$ cat config.mk
export PLATFORM = sky130hd
export DESIGN_NAME = joy_input_cond
export DESIGN_NICKNAME = d
export VERILOG_FILES = /design/src/rtl/joy_input_cond.sv
export SDC_FILE = /design/constraint.sdc
export NUM_CORES = 1
export LEC_CHECK = 0
export ABC_AREA = 1
export BUFFER_PORTS_ARGS = -buffer_cell sky130_fd_sc_hd__clkbuf_2
export CAP_MARGIN = 5
export CORE_MARGIN = 4
export CORE_UTILIZATION = 63
export CTS_CLUSTER_DIAMETER = 60
export DETAILED_ROUTE_END_ITERATION = 12
export GPL_TIMING_DRIVEN = 0
export PLACE_DENSITY = 0.84
export SKIP_CTS_REPAIR_TIMING = 1
export SLEW_MARGIN = 20
export SYNTH_ARGS = -nofsm -noshare
export SYNTH_HDL_FRONTEND = slang
export SYNTH_SLANG_ARGS = --single-unit
$ cat constraint.sdc
create_clock -name clk -period 2.05 [get_ports clk]
set_input_delay 0.41 -clock clk [delete_from_list [all_inputs] [get_ports clk]]
set_output_delay 0.41 -clock clk [all_outputs]
set_load 0.05 [all_outputs]
$ cat src/rtl/joy_input_cond.sv
// ---------------------------------------------------------------------------
// joy_input_cond
//
// Input conditioner for the 8-line active-low arcade joystick/button harness.
// Each raw pad line is brought into the clk domain with a two-flop
// synchroniser. It is inverted to active-high and then debounced by its own
// counter. The block outputs clean levels, one-cycle press and release pulses,
// and a single-entry jump request that waits for the game logic to acknowledge.
//
// Optional feature macro: JOY_AUTOREPEAT_EN
//   When defined, the direction bits (LFT, DN, UP, RGT) emit extra press
//   pulses while held. The first extra pulse comes REPEAT_DELAY cycles after
//   the press pulse, and the next ones come every REPEAT_PERIOD cycles.
//
// Parameters:
//   DEBOUNCE_CYCLES  stable cycles needed to accept a level change (>= 2)
//   REPEAT_DELAY     hold time before the first auto-repeat pulse
//   REPEAT_PERIOD    spacing of later auto-repeat pulses (<= REPEAT_DELAY)
//
// Ports:
//   clk          system clock, rising edge
//   rst          synchronous reset, active-high
//   joy_n[7:0]   raw pad lines, active-low, asynchronous
//                [0] LFT [1] S3 [2] DN [3] S2 [4] UP [5] S1 [6] START [7] RGT
//   btn_level    debounced levels, 1 = pressed
//   btn_press    one-cycle press pulses (plus auto-repeat pulses)
//   btn_release  one-cycle release pulses
//   btn1         {RGT, LFT} levels
//   btn2         {DN, UP} levels
//   effect       S3 level
//   jump_req     pending jump request, set by an S2 press
//   jump_ack     acknowledge from the consumer, single-cycle or held
// ---------------------------------------------------------------------------
module joy_input_cond #(
  parameter int DEBOUNCE_CYCLES = 1000000,
  parameter int REPEAT_DELAY    = 40000000,
  parameter int REPEAT_PERIOD   = 10000000
) (
  input  logic       clk,
  input  logic       rst,
  input  logic [7:0] joy_n,
  output logic [7:0] btn_level,
  output logic [7:0] btn_press,
  output logic [7:0] btn_release,
  output logic [1:0] btn1,
  output logic [1:0] btn2,
  output logic       effect,
  output logic       jump_req,
  input  logic       jump_ack
);

  localparam int CNT_W = $clog2(DEBOUNCE_CYCLES);
  localparam logic [CNT_W-1:0] DB_TERM = CNT_W'(DEBOUNCE_CYCLES - 1);
  localparam logic [CNT_W-1:0] CNT_ONE = CNT_W'(1);
  localparam logic [CNT_W-1:0] CNT_ZERO = {CNT_W{1'b0}};

  // Elaboration-time parameter sanity checks
  if (DEBOUNCE_CYCLES < 2) begin : g_bad_debounce
    $error("joy_input_cond: DEBOUNCE_CYCLES must be at least 2");
  end
  if ((REPEAT_PERIOD < 1) || (REPEAT_PERIOD > REPEAT_DELAY)) begin : g_bad_repeat
    $error("joy_input_cond: REPEAT_PERIOD must be in 1..REPEAT_DELAY");
  end

  logic [7:0]       sync1_r;
  logic [7:0]       sync2_r;
  logic [7:0]       s_s;
  logic [7:0]       stable_r;
  logic [CNT_W-1:0] cnt_r [8];
  logic [7:0]       level_r;
  logic [7:0]       press_r;
  logic [7:0]       release_r;
  logic [7:0]       rpt_fire_s;
  logic             jump_req_r;

  // Two-flop synchroniser. It resets to the idle-high level, so no press
  // is seen just after reset.
  always_ff @(posedge clk) begin
    if (rst) begin
      sync1_r <= 8'hFF;
      sync2_r <= 8'hFF;
    end else begin
      sync1_r <= joy_n;
      sync2_r <= sync1_r;
    end
  end

  assign s_s = ~sync2_r;

  // Per-bit debounce. Any sample equal to the accepted level restarts the
  // count. A full run of differing samples toggles the accepted level.
  always_ff @(posedge clk) begin
    if (rst) begin
      stable_r <= 8'h00;
      for (int i = 0; i < 8; i++) begin
        cnt_r[i] <= CNT_ZERO;
      end
    end else begin
      for (int i = 0; i < 8; i++) begin
        if (s_s[i] == stable_r[i]) begin
          cnt_r[i] <= CNT_ZERO;
        end else if (cnt_r[i] == DB_TERM) begin
          stable_r[i] <= ~stable_r[i];
          cnt_r[i]    <= CNT_ZERO;
        end else begin
          cnt_r[i] <= cnt_r[i] + CNT_ONE;
        end
      end
    end
  end

`ifdef JOY_AUTOREPEAT_EN
  localparam int RPT_W = $clog2(REPEAT_DELAY);
  localparam logic [RPT_W-1:0] RPT_FIRE   = RPT_W'(REPEAT_DELAY - 1);
  localparam logic [RPT_W-1:0] RPT_RELOAD = RPT_W'(REPEAT_DELAY - REPEAT_PERIOD);
  localparam logic [RPT_W-1:0] RPT_ONE    = RPT_W'(1);
  localparam logic [RPT_W-1:0] RPT_ZERO   = {RPT_W{1'b0}};
  // Direction bits only: RGT, UP, DN, LFT
  localparam logic [7:0] DIR_MASK = 8'h95;

  logic [RPT_W-1:0] rpt_cnt_r [8];

  // Repeat pulse decode. The "stable" term blocks a pulse in the cycle a
  // release is about to show on the level output.
  always_comb begin
    rpt_fire_s = 8'h00;
    for (int i = 0; i < 8; i++) begin
      if (DIR_MASK[i] && level_r[i] && stable_r[i] && (rpt_cnt_r[i] == RPT_FIRE)) begin
        rpt_fire_s[i] = 1'b1;
      end else begin
        rpt_fire_s[i] = 1'b0;
      end
    end
  end

  // Repeat counters count cycles since the press pulse. After each repeat
  // pulse they reload so the next pulse comes REPEAT_PERIOD cycles later.
  always_ff @(posedge clk) begin
    if (rst) begin
      for (int i = 0; i < 8; i++) begin
        rpt_cnt_r[i] <= RPT_ZERO;
      end
    end else begin
      for (int i = 0; i < 8; i++) begin
        if (!(DIR_MASK[i] && level_r[i] && stable_r[i])) begin
          rpt_cnt_r[i] <= RPT_ZERO;
        end else if (rpt_fire_s[i]) begin
          rpt_cnt_r[i] <= RPT_RELOAD;
        end else begin
          rpt_cnt_r[i] <= rpt_cnt_r[i] + RPT_ONE;
        end
      end
    end
  end
`else
  assign rpt_fire_s = 8'h00;
`endif

  // Registered level and edge pulses. A pulse shows in the same cycle the
  // level first takes its new value.
  always_ff @(posedge clk) begin
    if (rst) begin
      level_r   <= 8'h00;
      press_r   <= 8'h00;
      release_r <= 8'h00;
    end else begin
      level_r   <= stable_r;
      press_r   <= (stable_r & ~level_r) | rpt_fire_s;
      release_r <= ~stable_r & level_r;
    end
  end

  // Single-entry jump request. A press wins over a same-cycle acknowledge.
  // Extra presses while it is pending are absorbed. Auto-repeat never
  // touches S2, so only real S2 presses feed the request.
  always_ff @(posedge clk) begin
    if (rst) begin
      jump_req_r <= 1'b0;
    end else if (press_r[3]) begin
      jump_req_r <= 1'b1;
    end else if (jump_ack) begin
      jump_req_r <= 1'b0;
    end else begin
      jump_req_r <= jump_req_r;
    end
  end

  assign btn_level   = level_r;
  assign btn_press   = press_r;
  assign btn_release = release_r;
  assign btn1        = {level_r[7], level_r[0]};
  assign btn2        = {level_r[2], level_r[4]};
  assign effect      = level_r[1];
  assign jump_req    = jump_req_r;

endmodule

==> flow_summary_export.csv <==
group,metric,value,unit
status,outcome,"completed",
worst_hold_path,hold_class,"in -> reg",
routing,drt_iter0_markers,501,
worst_setup_path,cpMaxStageDelayCell,"edfxtp_1",
routing,dr_total_vias,9401,
clock_tree,cts.clk_slew.worst_paths,0.06,ns
finish,synthToLayoutAreaGrowth,15.8,%
global_route,grt_remaining_overflow,0,
floorplan,num_io_pins,41,
worst_setup_path,cp-startpoint,"cnt_r[0][60]",
worst_setup_path,critical_path_cell_count,7,
worst_setup_path,reg2reg_to,"cnt_r[0][60]",
clock_tree,cts_buffer_depth,3,
timing,hold_viol,0,
floorplan,die_h,143,um
timing,setup_violations,0,
floorplan,num_rows,49,
routing,drtPass1Iterations,5,
timing,period_needed,1.86,ns
power,comb_power_share,4.5,%
power,swShare,22.1,%
placed_design,gp_congestion,0.974,
worst_setup_path,path_class,"reg -> reg",
clock_tree,tritoncts,"built",
floorplan,core_area,0.0179,sq mm
finish,fillers,1372,
clock_tree,cts_max_level,1,
timing,min_period_over_period,90.5,%
global_route,grt_usage,23.6,%
synthesis,ys_seq_elements,209,
worst_setup_path,crit_chain,"ha_1, inv_2, nor2_4, nand3_2, nand2_4, buf_4, nor2_1",
synthesis,avgSynthCellArea,8.13,sq um
worst_setup_path,worst-path-buf-inv,2,
worst_hold_path,holdPathStages,2,
routing,postRouteAntennaNets,0,
flow_run,cap_violations,0,
placed_design,dp.final_hpwl,17.2,mm
power,p_seq_share,52.6,%
finish,n_antenna_cell,0,
worst_setup_path,cp_top_family,"flip-flops",
power,p_int,7.21,mW
synthesis,synth.distinct_cells,35,
routing,drc,0,
worst_setup_path,critical_path.max_fanout,10,
finish,final_nets,1650,
placed_design,numPortBuffers,39,
timing,tns,0,ns
power,finalPower,9.26,mW
floorplan,start_util,64.0,%
synthesis,synthFlopType,"edfxtp_1",
worst_setup_path,worstPathRequired,2.29,ns
worst_setup_path,crit_path_end,"cnt_r[0][60]",
clock_tree,cts.sinks,209,
power,switchingPower,2.05,mW
synthesis,synth_edf_count,160,
power,ir_drop,0.756,mV
worst_setup_path,worstRegToRegCells,7,
synthesis,synth_area_leaders,"edfxtp_1 42%, nand2_1 12%, nor2_1 10%, dfxtp_1 8.6%, inv_1 3.6%",
global_route,grt_pass1_wl,39.9,mm
worst_setup_path,worstReg2RegStart,"cnt_r[0][60]",
timing,clock_skew,0.00756,ns
worst_setup_path,crit_path_start_kind,"flip-flop",
global_route,grt_max_degree,14,
worst_setup_path,r2r_slack,0.19,ns
timing,slew_viol_final,0,
worst_setup_path,crit_path_end_kind,"flip-flop",
timing,relSlewSlack,44.8,%
timing,worstMarginPinSlew,0.828,ns
clock_tree,clk_latency,0.50,ns
floorplan,dieWidth,143,um
timing,max_freq,539,MHz
global_route,antenna_found_initial,0,
synthesis,synth_top_area_share,42.0,%
global_route,grt_pass1_vias,9007,
timing,rsz0062_at_grt,"no",
power,pwr-share-clk,42.9,%
power,power_per_cell_area,699,mW/mm^2
floorplan,die_area,0.0204,sq mm
routing,wl,23.6,mm
synthesis,ys_warn_count,0,
synthesis,ys_seq_area_share,50.5,%
routing,vias_per_cell,5.01,
synthesis,async_flop_share,0,%
clock_tree,cts_buffers,23,
routing,wl_per_cell,12.6,um
worst_setup_path,slowest_delay,0.49,ns
power,leakagePower,5.09,nW
synthesis,yosys.area.top_type,"edfxtp_1",
synthesis,synthesis.area,0.0114,sq mm
worst_setup_path,worstPathArrival,2.10,ns
finish,drive_gt1_share,11.0,%
synthesis,synthCells,1408,
clock_tree,cts_root_buffer,"clkbuf_16",
[stage by stage]
stage	cell area, sq um	instances	utilization [%]	setup slack [ns]	hold slack (ns)
3_3_place_gp	12500	1835	70.0	0.223	0.391
3_5_place_dp	12500	1835	70.0	0.195	0.395
2_1_floorplan	12000	1567	-	0.449	0.389
4_1_cts	13300	1876	74.0	0.180	0.0728
5_1_grt	13300	1876	74.0	0.0173	0.0748
6_report	13300	1876	74.0	0.195	0.0858
[cell families after synthesis]
group	count (synthesis)	synth area share, %
and+or+nand+nor	887	33.3
DFF	209	50.5
buffers and inverters	140	5.50
AOI/OAI and AO/OA	95	4.54
xor gates and xnor gates	68	5.20
adders and majority gates	8	0.874
other	1	0.0328
[registers in the layout, summed over array words and instances (netlist names)]
name / count
sync2_r: 8
sync1_r: 8
jump_req: 1
btn_release: 8
btn_level: 8
stable_r: 8
cnt_r: 160
btn_press: 8
[power groups by stage]
stage | clock, mW | combinational, mW | sequential [mW]
floorplan | 0 | 0.321 | 4.91
global placement | 0 | 0.386 | 4.95
detailed placement | 0 | 0.399 | 4.96
CTS | 4.04 | 0.404 | 4.87
global route | 4.24 | 0.483 | 4.89
finish | 3.97 | 0.415 | 4.87
[layout make-up]
class,count,area (sq um),area share (%)
clock inverter,8,66.3,0.500
buffer,26,201,1.52
multi-input combinational,1218,5630,42.5
inverter,114,428,3.23
clock buffer,33,663,5.00
sequential,209,5790,43.6
timing repair buffer,39,195,1.47
tap,229,287,2.16
[layout by cell type, fill, tap and decap left out, drive strengths merged]
master and instances:
a21oi 74, and2 1, buf 22, bufinv 1
clkbuf 76, clkinv 5, clkinvlp 2, conb 160
dfxtp 49, edfxtp 160, ha 8, inv 114
nand2 376, nand3 82, nand3b 4, nand4 20
nor2 343, nor3 18, o21a 2, o21ai 17
o21bai 2, or2 43, xnor2 33, xor2 35
[cells in the mapped netlist (all sizes together) (2+ instances only)]
cell / number
or2: 43
o21ai: 17
o21bai: 2
edfxtp: 160
ha: 8
nand4: 20
nand3b: 4
nand3: 82
a21oi: 74
nand2: 376
o21a: 2
nor3: 18
clkbuf: 4
nor2: 343
xnor2: 33
xor2: 35
buf: 22
inv: 114
dfxtp: 49
[per-layer routing]
metal	GRT usage (%)	routed length, um
met1	31.5	10400
met2	39.6	11300
met3	4.12	1270
met4	7.35	624
met5	0	0
[worst min-delay path by stage]
stage / startpoint / end
after floorplan: sync1_r[0] / sync2_r[0]
after global placement: sync1_r[0] / sync2_r[0]
after detailed placement: sync1_r[5] / sync2_r[5]
after CTS: joy_n[3] / sync1_r[3]
after global routing: joy_n[6] / sync1_r[6]
final: joy_n[0] / sync1_r[0]
No activity file was read; power rests on OpenSTA's default activity.
